File: config.mk
export PLATFORM = sky130hd
export DESIGN_NAME = gps_emu_sched
export DESIGN_NICKNAME = d
export VERILOG_FILES = /design/src/rtl/gps_emu_sched.sv
export SDC_FILE = /design/constraint.sdc
export NUM_CORES = 2
export LEC_CHECK = 0
export CAP_MARGIN = 20
export CORE_UTILIZATION = 30
export DETAILED_ROUTE_END_ITERATION = 10
export REMOVE_ABC_BUFFERS = 1
export SETUP_SLACK_MARGIN = 0.2
export SYNTH_ARGS = -nofsm -noshare
export SYNTH_HDL_FRONTEND = slang
export SYNTH_SLANG_ARGS = --single-unit
File: constraint.sdc
create_clock -name clk -period 6 [get_ports clk]
set_clock_uncertainty 0.2 [all_clocks]
set_input_delay 1.8 -clock clk [delete_from_list [all_inputs] [get_ports clk]]
set_output_delay 1.8 -clock clk [all_outputs]
set_load 0.05 [all_outputs]
File: src/rtl/gps_emu_sched.sv
// gps_emu_sched: run/configuration scheduler for the in-FPGA GPS emulator.
// Host writes land in a shadow bank; the shadow bank is copied to the active
// bank on run entry or on a C/A epoch boundary with a commit pending, so that
// no satellite changes mid-code-period. On every other epoch each active
// Doppler word is advanced by its per-epoch rate (modulo 2^32).
module gps_emu_sched #(
  parameter int Nsat         = 4,
  parameter int EPOCH_CYCLES = 102300
) (
  input  logic                 clk,
  input  logic                 rstn,
  input  logic                 run,
  input  logic                 wr_en,
  input  logic [7:0]           wr_addr,
  input  logic [31:0]          wr_data,
  input  logic                 commit_req,
  output logic                 commit_pending,
  output logic                 enable,
  output logic [32*Nsat-1:0]   freq,
  output logic [16*Nsat-1:0]   gain,
  output logic [6*Nsat-1:0]    ca_sel,
  output logic [15:0]          noise_gain,
  output logic                 epoch,
  output logic [31:0]          epoch_count
);

  localparam int                CNT_W    = (EPOCH_CYCLES > 1) ? $clog2(EPOCH_CYCLES) : 1;
  localparam logic [CNT_W-1:0]  CNT_LAST = CNT_W'(EPOCH_CYCLES - 1);
  localparam logic [7:0]        NOISE_ADDR = 8'hFF;

  typedef enum logic {
    S_IDLE = 1'b0,
    S_RUN  = 1'b1
  } state_t;

  state_t            state_q, state_d;
  logic [CNT_W-1:0]  cnt_q, cnt_d;
  logic [31:0]       epoch_count_q, epoch_count_d;
  logic              epoch_q, epoch_d;
  logic              commit_pending_q, commit_pending_d;
  // load_active: full shadow->active copy on this edge
  // step_active: advance every active freq by its rate on this edge
  logic              load_active;
  logic              step_active;

  logic [15:0]       sh_noise_q, sh_noise_d;
  logic [15:0]       act_noise_q, act_noise_d;

  // Next-state, epoch counter and commit bookkeeping.
  always_comb begin
    state_d          = state_q;
    cnt_d            = cnt_q;
    epoch_count_d    = epoch_count_q;
    epoch_d          = 1'b0;
    load_active      = 1'b0;
    step_active      = 1'b0;
    commit_pending_d = commit_pending_q | commit_req;
    case (state_q)
      S_IDLE: begin
        cnt_d         = '0;
        epoch_count_d = '0;
        if (run) begin
          state_d     = S_RUN;
          load_active = 1'b1;
        end
      end
      S_RUN: begin
        if (!run) begin
          // Stopping wins over an epoch falling on the same edge; the
          // counters restart from enable anyway.
          state_d       = S_IDLE;
          cnt_d         = '0;
          epoch_count_d = '0;
        end else if (cnt_q == CNT_LAST) begin
          cnt_d         = '0;
          epoch_d       = 1'b1;
          epoch_count_d = epoch_count_q + 32'd1;
          if (commit_pending_q) begin
            load_active = 1'b1;
          end else begin
            step_active = 1'b1;
          end
        end else begin
          cnt_d = cnt_q + CNT_W'(1);
        end
      end
      default: begin
        state_d = S_IDLE;
      end
    endcase
    // A request arriving on the applying edge starts a fresh pending commit.
    if (load_active) begin
      commit_pending_d = commit_req;
    end
  end

  // Control state registers.
  always_ff @(posedge clk or negedge rstn) begin
    if (!rstn) begin
      state_q          <= S_IDLE;
      cnt_q            <= '0;
      epoch_count_q    <= '0;
      epoch_q          <= 1'b0;
      commit_pending_q <= 1'b0;
    end else begin
      state_q          <= state_d;
      cnt_q            <= cnt_d;
      epoch_count_q    <= epoch_count_d;
      epoch_q          <= epoch_d;
      commit_pending_q <= commit_pending_d;
    end
  end

  // Shadow and active noise gain (a rate step leaves it unchanged).
  always_comb begin
    sh_noise_d  = sh_noise_q;
    act_noise_d = act_noise_q;
    if (wr_en && (wr_addr == NOISE_ADDR)) begin
      sh_noise_d = wr_data[15:0];
    end
    if (load_active) begin
      act_noise_d = sh_noise_q;
    end
  end

  // Noise gain registers.
  always_ff @(posedge clk or negedge rstn) begin
    if (!rstn) begin
      sh_noise_q  <= '0;
      act_noise_q <= '0;
    end else begin
      sh_noise_q  <= sh_noise_d;
      act_noise_q <= act_noise_d;
    end
  end

  // Per-satellite shadow and active banks.
  for (genvar gi = 0; gi < Nsat; gi++) begin : g_sat
    localparam logic [5:0] CA_RST = 6'(gi % 36);

    logic        wr_hit;
    logic [31:0] sh_freq_q,  sh_freq_d;
    logic [15:0] sh_gain_q,  sh_gain_d;
    logic [5:0]  sh_ca_q,    sh_ca_d;
    logic [31:0] sh_rate_q,  sh_rate_d;
    logic [31:0] act_freq_q, act_freq_d;
    logic [15:0] act_gain_q, act_gain_d;
    logic [5:0]  act_ca_q,   act_ca_d;
    logic [31:0] act_rate_q, act_rate_d;

    // Address 0xFF decodes to index 63, which never matches a channel.
    assign wr_hit = wr_en && (wr_addr[7:2] == 6'(gi));

    // Shadow field update; out-of-range C/A selects are dropped.
    always_comb begin
      sh_freq_d = sh_freq_q;
      sh_gain_d = sh_gain_q;
      sh_ca_d   = sh_ca_q;
      sh_rate_d = sh_rate_q;
      if (wr_hit) begin
        case (wr_addr[1:0])
          2'd0: sh_freq_d = wr_data;
          2'd1: sh_gain_d = wr_data[15:0];
          2'd2: if (wr_data <= 32'd35) sh_ca_d = wr_data[5:0];
          default: sh_rate_d = wr_data;
        endcase
      end
    end

    // Active bank: atomic copy from the pre-write shadow, or a Doppler step.
    always_comb begin
      act_freq_d = act_freq_q;
      act_gain_d = act_gain_q;
      act_ca_d   = act_ca_q;
      act_rate_d = act_rate_q;
      if (load_active) begin
        act_freq_d = sh_freq_q;
        act_gain_d = sh_gain_q;
        act_ca_d   = sh_ca_q;
        act_rate_d = sh_rate_q;
      end else if (step_active) begin
        act_freq_d = act_freq_q + act_rate_q;
      end
    end

    // Channel registers.
    always_ff @(posedge clk or negedge rstn) begin
      if (!rstn) begin
        sh_freq_q  <= '0;
        sh_gain_q  <= '0;
        sh_ca_q    <= CA_RST;
        sh_rate_q  <= '0;
        act_freq_q <= '0;
        act_gain_q <= '0;
        act_ca_q   <= CA_RST;
        act_rate_q <= '0;
      end else begin
        sh_freq_q  <= sh_freq_d;
        sh_gain_q  <= sh_gain_d;
        sh_ca_q    <= sh_ca_d;
        sh_rate_q  <= sh_rate_d;
        act_freq_q <= act_freq_d;
        act_gain_q <= act_gain_d;
        act_ca_q   <= act_ca_d;
        act_rate_q <= act_rate_d;
      end
    end

    assign freq[32*gi +: 32]  = act_freq_q;
    assign gain[16*gi +: 16]  = act_gain_q;
    assign ca_sel[6*gi +: 6]  = act_ca_q;
  end

  assign enable         = (state_q == S_RUN);
  assign epoch          = epoch_q;
  assign epoch_count    = epoch_count_q;
  assign commit_pending = commit_pending_q;
  assign noise_gain     = act_noise_q;

endmodule

==> flow_summary.ini <==
[floorplan]
die-area_um2 = 122000
fp.dieW_um = 349
start_util_pct = 30.4
core-area_um2 = 119000
ios = 312
die_h_um = 349
placementRows = 126

[finish]
regArea_um2 = 19300
final_core_util_pct = 37.4
final_nets = 3915
antenna_cells = 0
finish.instance_area_um2 = 44300
multi_input_area_um2 = 16000
final_cells = 5406
syn_to_final_growth_pct = 22.7
fill_cells = 11700
drive_above_1_share_pct = 16.0

[worst_setup_path]
cp_slowest_stage_delay_ns = 0.86
path_cells = clkdlybuf4s50_1, nor4b_1, nand4_1, nor2_1, nand2_1, nor2_1, mux2_2
r2r_cells = 11
worst_setup_path_end_kind = register
crit_type = in -> reg
cp_common_cell = nor2_1
reg2reg_slack_ns = 2.13
crit_family = simple AND/OR/NAND/NOR gates
crit_slowest_cell = clkdlybuf4s50_1
path_buf_inv = 1
r2r-end = g_sat[2].act_freq_q[30]
cp_max_fo = 9
r2r_start = g_sat[2].act_freq_q[0]
crit_required_ns = 6.35
start_kind = input pin
crit_arrival_ns = 4.93

[drt]
vias_per_cell = 4.98
detail-route-antenna-nets = 0
routed_wirelength_mm = 110
routedWlPerCell_um = 20.4
drc = 0
vias = 26900
drt_iter0_drc = 2004
first_pass_iters = 7

[place]
dp_hpwl_mm = 72.8
io_buffers = 311
dp.cells = 5249
placed_cell_area_um2 = 41400
place.gp.congestion = 0.908

[cts]
cts_resized = 0
cts_buffers = 89
postCtsHoldBufs = 0
clock_latency_ns = 0.67
root_buffer = clkbuf_16
htree_levels = 3
path_clk_slew_ns = 0.06
postCtsSetupRepairBufs = 0
clockBufferDepth = 3
cts_tree = built
clock_sinks = 772

[sta]
fmax_ghz = 0.219
worstMarginPinSlew_ns = 0.995
period_share_pct = 76.2
setup_viol = 0
slew_viol_final = 0
fin_crit_ns = 4.57
hold_viol = 0
rsz0062_at_grt = no
finalSetupTns_ns = 0
relSlewSlack_pct = 33.4

[logic_synthesis]
synthDominantCellAreaShare_pct = 52.9
synth_area_leaders = dfrtp_1, mux2_2, nand2_1
synthFlopType = dfrtp_1
ys_types = 75
synth_commonest_cells = nand2_1, dfrtp_1, mux2_2
yosysTopAreaCell = dfrtp_1
syn_area_um2 = 36100
async_reset_ff_share_pct = 100
ys_ff_latch = 772
synth.most_common_cell = nand2_1
syn_area_per_cell_um2 = 10.5
yosysWarnings = 0
syn_inst = 3442
ys_seq_area_share_pct = 53.5
synth_edf_count = 0

[status]
outcome = finished clean

[power_and_ir_drop]
swShare_pct = 29.2
power_density_nw_per_um2 = 303
pwr-share-clk_pct = 41.3
seqPwrFrac_pct = 42.7
power_w = 0.0134
ir_drop_mv = 0.222
intPower_w = 0.00952
power_leakage_nw = 21.6
combPwrFrac_pct = 16.0
p_switching_w = 0.00392

[min_path]
holdPathStages = 2
min_from = g_sat[1].sh_ca_q[0]
hold_path_class = reg -> reg
min_to = g_sat[1].act_ca_q[0]

[grt]
gr-usage-all-layers_pct = 18.0
grt_pass1_vias = 26800
grt_max_degree = 100
gr-total-overflow = 0
antenna_found_initial = 10
grt_pass1_wl_mm = 168

[run]
maxCapViolCount = 0
cells in the final DEF, fill, tap and decap left out, types with 15 or more instances in the layout:
| master | instances |
|---|---|
| nand2_1 | 837 |
| dfrtp_1 | 764 |
| mux2_2 | 360 |
| clkdlybuf4s50_1 | 310 |
| a21oi_1 | 202 |
| o21ai_0 | 137 |
| ha_1 | 126 |
| nor2_1 | 118 |
| clkbuf_16 | 91 |
| xor2_1 | 84 |
| a21o_1 | 71 |
| xnor2_1 | 64 |
| buf_4 | 54 |
| o22ai_1 | 51 |
| or3_1 | 50 |
| nand3_1 | 40 |
| inv_1 | 38 |
| a31oi_1 | 31 |
| nand4_1 | 30 |
| and3_1 | 21 |
| o21bai_1 | 20 |
| a22oi_1 | 17 |
| clkbuf_8 | 17 |
| buf_12 | 17 |
| nor3_1 | 15 |
| clkbuf_1 | 15 |
power groups by stage:
stage / sequential (W) / combinational, W / clock (W)
after floorplan: 0.00623 / 0.000840 / 0
after global placement: 0.00582 / 0.00214 / 0
after detailed placement: 0.00583 / 0.00217 / 0
after CTS: 0.00574 / 0.00218 / 0.00571
after global routing: 0.00577 / 0.00233 / 0.00591
final: 0.00573 / 0.00215 / 0.00556
routing by layer:
metal,vias to the layer above,part of all wire (%),global-route usage [%]
met3,151,7.4,4.92
met4,6,2.6,5.03
met2,681,46,28.5
met5,-,0.037,0
li1,12600,-,-
met1,13500,44,23.9
how the worst max path moves through the flow:
stage / depth (start not counted) / slack [ns] / endpoint / start
after global placement: 7 / 0.85 / g_sat[3].sh_ca_q[2] / wr_data[21]
after CTS: 7 / 1.53 / g_sat[3].sh_ca_q[4] / wr_data[21]
after detailed placement: 7 / 0.84 / g_sat[3].sh_ca_q[4] / wr_data[21]
after global routing: 7 / 1.38 / g_sat[3].sh_ca_q[4] / wr_data[21]
final: 7 / 1.43 / g_sat[3].sh_ca_q[4] / wr_data[21]
after floorplan: 3 / -1.28 / g_sat[0].act_freq_q[31] / run
registers in the layout (all words and copies together) (netlist names), 24 cells and up:
register          flops
epoch_count          32
g_sat.act_ca_q       24
g_sat.act_freq_q    128
g_sat.act_gain_q     64
g_sat.act_rate_q    128
g_sat.sh_ca_q        24
g_sat.sh_freq_q     128
g_sat.sh_gain_q      64
g_sat.sh_rate_q     128
area by class of cell:
cell class,instances,area share (%)
Sequential cell,772,43.6
Clock buffer,123,5.79
Multi-Input combinational cell,2457,36.1
Tap cell,1600,4.51
Timing Repair Buffer,382,8.71
Clock inverter,34,0.931
Inverter,38,0.322
per-stage QoR:
step                hold WS, ns  setup WS, ns
CTS                       0.261          1.53
detailed placement        0.245         0.836
floorplan                 0.233         -1.28
global placement          0.241         0.849
finish                    0.258          1.43
global route              0.277          1.38
worst register-to-register path, stage by stage (launching register included):
cell      delay [ns]
dfrtp_1         0.40
ha_1            0.26
fa_1            0.43
a21o_1          0.20
a21o_1          0.21
a31oi_1         0.44
a211oi_1        0.28
o41a_1          0.51
a31o_2          0.33
a31oi_1         0.22
xor2_1          0.16
a21oi_1         0.08
logic make-up (layout without fill, tap and decap cells):
family	Yosys count	in the layout	synth area share, %
fa+ha+maj	130	130	4.58
flops	772	772	53.5
compound gates	633	633	10.8
simple gates	1181	1181	13.9
buf+inv	213	577	2.32
mux	365	365	11.4
xor+xnor	148	148	3.59
Power figures use the tool's default switching activity.
